### src/rtl/demux_pkg.sv
// ---------------------------------------------------------------------------
// demux_pkg
// Shared definitions for the 1-to-8 registered demultiplexer slice.
//   NUM_OUT     : number of demux outputs (Y1..Y8)
//   SEL_W       : width of the select word {S3,S2,S1}
//   demux_sel_t : select word type, unsigned 0..NUM_OUT-1
// ---------------------------------------------------------------------------
package demux_pkg;

    localparam int NUM_OUT = 8;
    localparam int SEL_W   = 3;

    typedef logic [SEL_W-1:0] demux_sel_t;

endpackage : demux_pkg

### src/rtl/demux_1_8_behav_always_if.sv
// ---------------------------------------------------------------------------
// demux_1_8_behav_always_if
// Bundles the data, select and output signals of the 1-to-8 demultiplexer.
//   A        : data to be routed (WIDTH bits)
//   S3,S2,S1 : select bits, S3 is the MSB
//   Y1..Y8   : registered demux outputs, Yn is live for select value n-1
//   sel_q    : registered select word (only when DEMUX_SEL_OUT_EN is defined)
// Modports:
//   master : drives A and the select, observes the outputs
//   slave  : the demultiplexer itself
// Configuration macro: DEMUX_SEL_OUT_EN adds sel_q to the bundle.
// ---------------------------------------------------------------------------
interface demux_1_8_behav_always_if #(
    parameter int WIDTH = 1
);
    import demux_pkg::*;

    logic [WIDTH-1:0] A;
    logic             S3;
    logic             S2;
    logic             S1;
    logic [WIDTH-1:0] Y1;
    logic [WIDTH-1:0] Y2;
    logic [WIDTH-1:0] Y3;
    logic [WIDTH-1:0] Y4;
    logic [WIDTH-1:0] Y5;
    logic [WIDTH-1:0] Y6;
    logic [WIDTH-1:0] Y7;
    logic [WIDTH-1:0] Y8;

`ifdef DEMUX_SEL_OUT_EN
    demux_sel_t       sel_q;

    modport master (
        output A, S3, S2, S1,
        input  Y1, Y2, Y3, Y4, Y5, Y6, Y7, Y8, sel_q
    );

    modport slave (
        input  A, S3, S2, S1,
        output Y1, Y2, Y3, Y4, Y5, Y6, Y7, Y8, sel_q
    );
`else
    modport master (
        output A, S3, S2, S1,
        input  Y1, Y2, Y3, Y4, Y5, Y6, Y7, Y8
    );

    modport slave (
        input  A, S3, S2, S1,
        output Y1, Y2, Y3, Y4, Y5, Y6, Y7, Y8
    );
`endif

endinterface : demux_1_8_behav_always_if

### src/rtl/demux_1_8_decode.sv
// ---------------------------------------------------------------------------
// demux_1_8_decode
// Purely combinational select decoder: turns the 3-bit select word into an
// 8-bit one-hot vector, bit n set for select value n.
//   sel    in  SEL_W    select word {S3,S2,S1}
//   onehot out NUM_OUT  one-hot decode, all zero when sel is not a clean 0..7
// ---------------------------------------------------------------------------
module demux_1_8_decode
    import demux_pkg::*;
(
    input  demux_sel_t         sel,
    output logic [NUM_OUT-1:0] onehot
);

    // Every legal code is listed explicitly so that a select carrying X or Z
    // bits falls into the default branch and no output gets enabled.
    always_comb begin
        onehot = '0;
        case (sel)
            3'd0:    onehot = 8'b0000_0001;
            3'd1:    onehot = 8'b0000_0010;
            3'd2:    onehot = 8'b0000_0100;
            3'd3:    onehot = 8'b0000_1000;
            3'd4:    onehot = 8'b0001_0000;
            3'd5:    onehot = 8'b0010_0000;
            3'd6:    onehot = 8'b0100_0000;
            3'd7:    onehot = 8'b1000_0000;
            default: onehot = '0;
        endcase
    end

endmodule : demux_1_8_decode

### src/rtl/demux_1_8_behav_always.sv
// ---------------------------------------------------------------------------
// demux_1_8_behav_always
// 1-to-8 demultiplexer with registered outputs. Data A is steered to the
// output selected by {S3,S2,S1}; all other outputs are driven to zero. Every
// output is re-registered on each rising clock edge, so outputs are glitch
// free and appear exactly one cycle after the inputs were sampled.
//   clk    in  1      clock, all state updates on the rising edge
//   rst_n  in  1      asynchronous, active-low reset; clears all outputs
//   bus    slave      demux_1_8_behav_always_if (A, S3..S1, Y1..Y8, sel_q)
// Parameter WIDTH: bit width of A and of each Y output.
// Configuration macro: DEMUX_SEL_OUT_EN registers the select word onto
// bus.sel_q alongside the outputs so downstream logic knows which Y is live.
// ---------------------------------------------------------------------------
module demux_1_8_behav_always
    import demux_pkg::*;
#(
    parameter int WIDTH = 1
)
(
    input logic                      clk,
    input logic                      rst_n,
    demux_1_8_behav_always_if.slave  bus
);

    demux_sel_t         sel;
    logic [NUM_OUT-1:0] onehot;
    logic [WIDTH-1:0]   y_d [NUM_OUT];
    logic [WIDTH-1:0]   y_q [NUM_OUT];

    assign sel = {bus.S3, bus.S2, bus.S1};

    demux_1_8_decode u_decode (
        .sel    (sel),
        .onehot (onehot)
    );

    // Gate the data with the one-hot enable, so at most one output can be
    // non-zero and A=0 naturally yields all-zero outputs.
    always_comb begin
        for (int i = 0; i < NUM_OUT; i++) begin
            y_d[i] = '0;
        end
        for (int i = 0; i < NUM_OUT; i++) begin
            y_d[i] = onehot[i] ? bus.A : '0;
        end
    end

    // All eight outputs are reloaded every cycle; there is no hold path, so
    // nothing from before a reset or a select change lingers.
    always_ff @(posedge clk or negedge rst_n) begin
        if (!rst_n) begin
            for (int i = 0; i < NUM_OUT; i++) begin
                y_q[i] <= '0;
            end
        end else begin
            for (int i = 0; i < NUM_OUT; i++) begin
                y_q[i] <= y_d[i];
            end
        end
    end

    assign bus.Y1 = y_q[0];
    assign bus.Y2 = y_q[1];
    assign bus.Y3 = y_q[2];
    assign bus.Y4 = y_q[3];
    assign bus.Y5 = y_q[4];
    assign bus.Y6 = y_q[5];
    assign bus.Y7 = y_q[6];
    assign bus.Y8 = y_q[7];

`ifdef DEMUX_SEL_OUT_EN
    demux_sel_t sel_r;

    // The select word is captured on the same edge and with the same reset
    // value as the outputs, so sel_q always names the Y that is live now.
    always_ff @(posedge clk or negedge rst_n) begin
        if (!rst_n) begin
            sel_r <= '0;
        end else begin
            sel_r <= sel;
        end
    end

    assign bus.sel_q = sel_r;
`endif

endmodule : demux_1_8_behav_always

### src/flat_wrapper.sv
// flat-port wrapper written by rule: the top's interface ports become plain ports
module demux_1_8_behav_always_flat import demux_pkg::*;
#(
    parameter int WIDTH = 1
)
  (clk, rst_n, bus_A, bus_S3, bus_S2, bus_S1, bus_Y1, bus_Y2, bus_Y3, bus_Y4, bus_Y5, bus_Y6, bus_Y7, bus_Y8);
  demux_1_8_behav_always_if #(.WIDTH(WIDTH)) bus_i ();
  input logic clk;
  input logic rst_n;
  input wire logic [$bits(bus_i.A)-1:0] bus_A;
  input wire logic [$bits(bus_i.S3)-1:0] bus_S3;
  input wire logic [$bits(bus_i.S2)-1:0] bus_S2;
  input wire logic [$bits(bus_i.S1)-1:0] bus_S1;
  output wire logic [$bits(bus_i.Y1)-1:0] bus_Y1;
  output wire logic [$bits(bus_i.Y2)-1:0] bus_Y2;
  output wire logic [$bits(bus_i.Y3)-1:0] bus_Y3;
  output wire logic [$bits(bus_i.Y4)-1:0] bus_Y4;
  output wire logic [$bits(bus_i.Y5)-1:0] bus_Y5;
  output wire logic [$bits(bus_i.Y6)-1:0] bus_Y6;
  output wire logic [$bits(bus_i.Y7)-1:0] bus_Y7;
  output wire logic [$bits(bus_i.Y8)-1:0] bus_Y8;
  assign bus_i.A = bus_A;
  assign bus_i.S3 = bus_S3;
  assign bus_i.S2 = bus_S2;
  assign bus_i.S1 = bus_S1;
  assign bus_Y1 = bus_i.Y1;
  assign bus_Y2 = bus_i.Y2;
  assign bus_Y3 = bus_i.Y3;
  assign bus_Y4 = bus_i.Y4;
  assign bus_Y5 = bus_i.Y5;
  assign bus_Y6 = bus_i.Y6;
  assign bus_Y7 = bus_i.Y7;
  assign bus_Y8 = bus_i.Y8;
  demux_1_8_behav_always #(.WIDTH(WIDTH)) u_core (.clk(clk), .rst_n(rst_n), .bus(bus_i));
endmodule
### config.mk
export PLATFORM = sky130hd
export DESIGN_NAME = demux_1_8_behav_always_flat
export DESIGN_NICKNAME = d
export VERILOG_FILES = /design/src/rtl/demux_pkg.sv /design/src/rtl/demux_1_8_behav_always_if.sv /design/src/rtl/demux_1_8_decode.sv /design/src/rtl/demux_1_8_behav_always.sv /design/src/flat_wrapper.sv
export SDC_FILE = /design/constraint.sdc
export NUM_CORES = 1
export LEC_CHECK = 0
export ABC_AREA = 1
export ABC_CLOCK_PERIOD_IN_PS = 800
export CAP_MARGIN = 20
export CELL_PAD_IN_SITES_DETAIL_PLACEMENT = 0
export CELL_PAD_IN_SITES_GLOBAL_PLACEMENT = 2
export CORE_MARGIN = 2
export CORE_UTILIZATION = 19
export DETAILED_ROUTE_END_ITERATION = 10
export HOLD_SLACK_MARGIN = 0.15
export PLACE_DENSITY = 0.72
export SKIP_LAST_GASP = 1
export SYNTH_ARGS = -nofsm -noshare
export SYNTH_HDL_FRONTEND = slang
export SYNTH_SLANG_ARGS = --single-unit
### constraint.sdc
create_clock -name clk -period 0.8 [get_ports clk]
set_input_delay 0.16 -clock clk [delete_from_list [all_inputs] [get_ports clk]]
set_output_delay 0.16 -clock clk [all_outputs]
set_load 0.03 [all_outputs]
; ---- Yosys cells after proc, flatten, opt, wreduce, memory -nomap -nowiden
; Memories as Yosys holds them, arrays and structs flattened.
; Index checks and enable logic that the tools add are counted.
[totals]
ff_bits = 8
rom_bits = 64
in_bits = 6
out_inout_bits = 8
elab_cells = 17
memories = 1
[op_classes]
n_mux = 8
[memory_table]
columns = name, depth, word_bits, read_ports, rd_clocked_by_memory_dff, write_ports, line_no
row1 = (name not given), 8, 8, 1, 0, 0, demux_1_8_decode.sv:19  ; case (sel)
[ops]
columns = op, n
row1 = $mux W1, 8

; ---- Depth between registers and ports, before layout
; An unclocked memory read counts as a cell.
[logic_depth]
depth_word = 2
mapped_depth = 3
ltp_nobuf = 3

; ---- By module
; A second synthesis with hierarchy kept.
[unflattened]
cells_unflattened = 40
hier_area_um2 = 321.6
[modules_own_cells]
columns = mod, n_inst, cells_each, area_per_inst_um2, seq_area_each_um2
row1 = demux_1_8_behav_always, 1, 25, 265.3, 200.2
row2 = demux_1_8_decode, 1, 15, 56.3, 0.0

; ---- Least setup slack after synthesis
; No wires, ideal clock.
[synth_path]
kind = reg-to-output
startpoint = register u_core.y_q, in the netlist u_core.bus.Y1
endpoint = output port bus_Y1
arrival_time_ps = 467
required_ps = 640
path_slack_ps = 173
stages_incl_launch_ff = 1
path_buffers = 0
path_cell_list = dfrtp_1
[synth_rtl]
columns = element, line_no
row1 = from (decl), demux_1_8_behav_always.sv:28  ; logic [WIDTH-1:0] y_q [NUM_OUT];
row2 = "from (signal, indexed assignment)", demux_1_8_behav_always.sv:57  ; y_q[i] <= y_d[i];
row3 = to (decl), flat_wrapper.sv:14  ; output wire logic [$bits(bus_i.Y1)-1:0] bus_Y1;
; No word-level cell between the ends.

; ---- Worst setup path in the final report
[layout_path]
startpoint = register u_core.y_q, in the netlist u_core.bus.Y6
endpoint = output port bus_Y6
[layout_rtl]
columns = element, line_no
row1 = to (decl), flat_wrapper.sv:19  ; output wire logic [$bits(bus_i.Y6)-1:0] bus_Y6;
; No word-level cell between the ends.

==> summary.md <==
| Metric | Value |
|---|---|
| Layout filler cell count | `140` |
| DRT Pass-1 Iters | `2` |
| Mapped Nets | `31` |
| Root Buffer | `clkbuf_4` |
| CP arrival | `0.75 ns` |
| Top sig layer | `met3` |
| Worst slack at placement | `-0.174 ns` |
| Max FO, Critical Path | `1` |
| Failing checks | `negative setup slack` |
| Post-CTS resize count | `8` |
| Sequential area share after synthesis | `about 76%` |
| Max Slew Vio Count | `0` |
| Pin count of the biggest net entering global routing | `9` |
| Post-route ant nets | `0` |
| Synth Flop Type | `dfrtp_1` |
| Total Routing Usage GR | `6.75%` |
| Crit path cell chain | `buf_6` |
| Reg clk slew, reported paths | `0.05 ns` |
| Post-CTS setup buffer count | `0` |
| TritonCTS clock tree | `yes` |
| Netlist cell types | `4` |
| Largest area contributor in the synthesized netlist | `dfrtp_1` |
| Synth Instances | `25` |
| Met1 WL | `around 160 um` |
| Htree depth | `1` |
| Max Fclk | `1100 MHz` |
| Initial antenna violation count | `0` |
| CP Capture Type | `output pin` |
| EDFF count, synth | `0` |
| Routed len/inst | `7.29 um` |
| Fin area | `445 um^2` |
| Inserted Clock Buffers | `3` |
| Placer Congestion | `around 0.71` |
| Area grow syn2layout | `68.7%` |
| Met2 Wirelength | `206 um` |
| Die ar. | `1700 um^2` |
| Commonest cells in the synthesized netlist | `dfrtp_1 (8), nor2_1 (8), nand2_1 (6), inv_1 (3)` |
| Post-synthesis async set-or-reset flop share | `between 90% and 100%` |
| Mapped Avg Cell Area | `10.6 um^2` |
| Ranking of synthesized cells by area | `dfrtp_1 (76%), nor2_1 (11%), nand2_1 (8.5%), inv_1 (4.3%)` |
| Die X | `41.3 um` |
| Rel. slew slack | `78.8%` |
| Worst EP required | `0.64 ns` |
| Critical Path Start Type | `flop` |
| Final nets | `49` |
| Crit Path Class | `reg2out` |
| DR iter-0 viols | `4` |
| Max incr delay on CP | `0.37 ns` |
| RSZ-0062 raised after global routing | `yes` |
| DR WL met3 | `about 46 um` |
| IO Count | `14` |
| PD cells | `1810 nW/um^2` |
| Post-CTS Hold Fix Bufs | `0` |
| Clock tree buffer depth | `2` |
| Setup WS post-layout | `-0.112 ns` |
| Worst IR Drop VDD | `~0.00043 V` |
| Avg Vias per Cell | `about 3.5` |
| Pin slew with the least headroom to its limit | `between 0.3 and 0.4 ns` |
| Final hold violations | `0` |
| First-pass GRT wire length | `641 um` |
| Post-synth top area share | `about three quarters` |
| Total wire length | `between 400 and 500 um` |
| Antenna Cells | `0` |
| CTS Sinks | `8` |
| Final Critical Period | `0.912 ns` |
| CP Depth | `1` |
| Top delay family on crit path | `flip-flops` |
| Layout cells sized above 1 | `26.8%` |
| Die height | `41.3 um` |
| DR vias | `195` |
| CP max stage cell | `dfrtp_1` |
| Vias in the first global route | `191` |
| Pleak | `0.233 nW` |
| Tcrit/Tclk final | `114%` |
| Placed instance area | `393 um^2` |
| Yosys Warn Count | `0` |
| Placeable Area | `1300 um^2` |
| Port bufs | `13` |
| Initial Utilization | `20.3%` |
| WP buf/inv | `1` |
| Final setup fails | `8` |
| Hold Path Class | `in2async` |
| Syn Std Cell Area | `264 um^2` |
| Max_cap viols | `0` |
| Status | `finished with violations` |
| Remaining DRCs | `0` |
| Grt ovf | `0` |
| Std-Cell Rows | `13` |
| Post-synthesis register bit count | `8` |
final cells by class:
type / count / area [um^2] / share of cell area, %
clock buffers: 3 / 22.5 / 5.06
inverters: 3 / 11.3 / 2.53
multi-input cells: 14 / 52.6 / 11.8
flip-flops and latches: 8 / 200 / 44.9
well taps: 15 / 18.8 / 4.21
repair buffers: 13 / 140 / 31.5
metal layers:
layer | global-route usage [%] | vias up
met3 | 1.63 | 0
met4 | 12.1 | 0
met2 | 8.98 | 10
li1 | - | 104
met1 | 6.31 | 81
met5 | 0 | -
report_power, final:
group	leakage [nW]	switching [mW]	internal, mW	total (mW)
Sequential	0.110	0.00446	0.416	0.420
Combinational	0.110	0.0531	0.0474	0.101
Clock	0.0138	0.115	0.170	0.285
Total	0.233	0.173	0.634	0.806
layout by cell type, fill, tap and decap left out, drive strengths merged:
cell           instances
clkdlybuf4s50          5
buf                    8
dfrtp                  8
nor2                   8
nand2                  6
clkbuf                 3
inv                    3
logic make-up after synthesis:
| kind of cell | Yosys count | share of synthesized area [%] |
|---|---|---|
| buf+inv | 3 | 4.27 |
| flops | 8 | 75.8 |
| simple gates | 14 | 19.9 |
stage by stage:
step	utilization (%)	power, mW	setup TNS [ns]	cells	hold slack [ns]
6_report	34.2	0.806	-0.844	56	0.176
4_1_cts	34.2	0.821	-0.942	56	0.180
3_5_place_dp	30.2	0.520	-1.28	53	0.443
2_1_floorplan	-	0.466	0	25	-0.136
3_3_place_gp	30.2	0.519	-1.24	53	0.441
5_1_grt	34.2	0.862	-1.12	56	0.179
flip-flops by register name, summed over array words and instances, names as in the netlist:
name and flops:
u_core.bus.Y1 1, u_core.bus.Y2 1, u_core.bus.Y3 1, u_core.bus.Y4 1, u_core.bus.Y5 1, u_core.bus.Y6 1, u_core.bus.Y7 1, u_core.bus.Y8 1
worst max-delay path by stage:
stage,slack [ns],end,startpoint
after CTS,-0.13,bus_Y6,u_core.bus.Y6
after floorplan,0.17,bus_Y1,u_core.bus.Y1
final,-0.11,bus_Y6,u_core.bus.Y6
after global routing,-0.15,bus_Y6,u_core.bus.Y6
after global placement,-0.17,u_core.bus.Y3,bus_S3
after detailed placement,-0.17,u_core.bus.Y5,bus_S2
No activity file was read; power rests on OpenSTA's default activity.
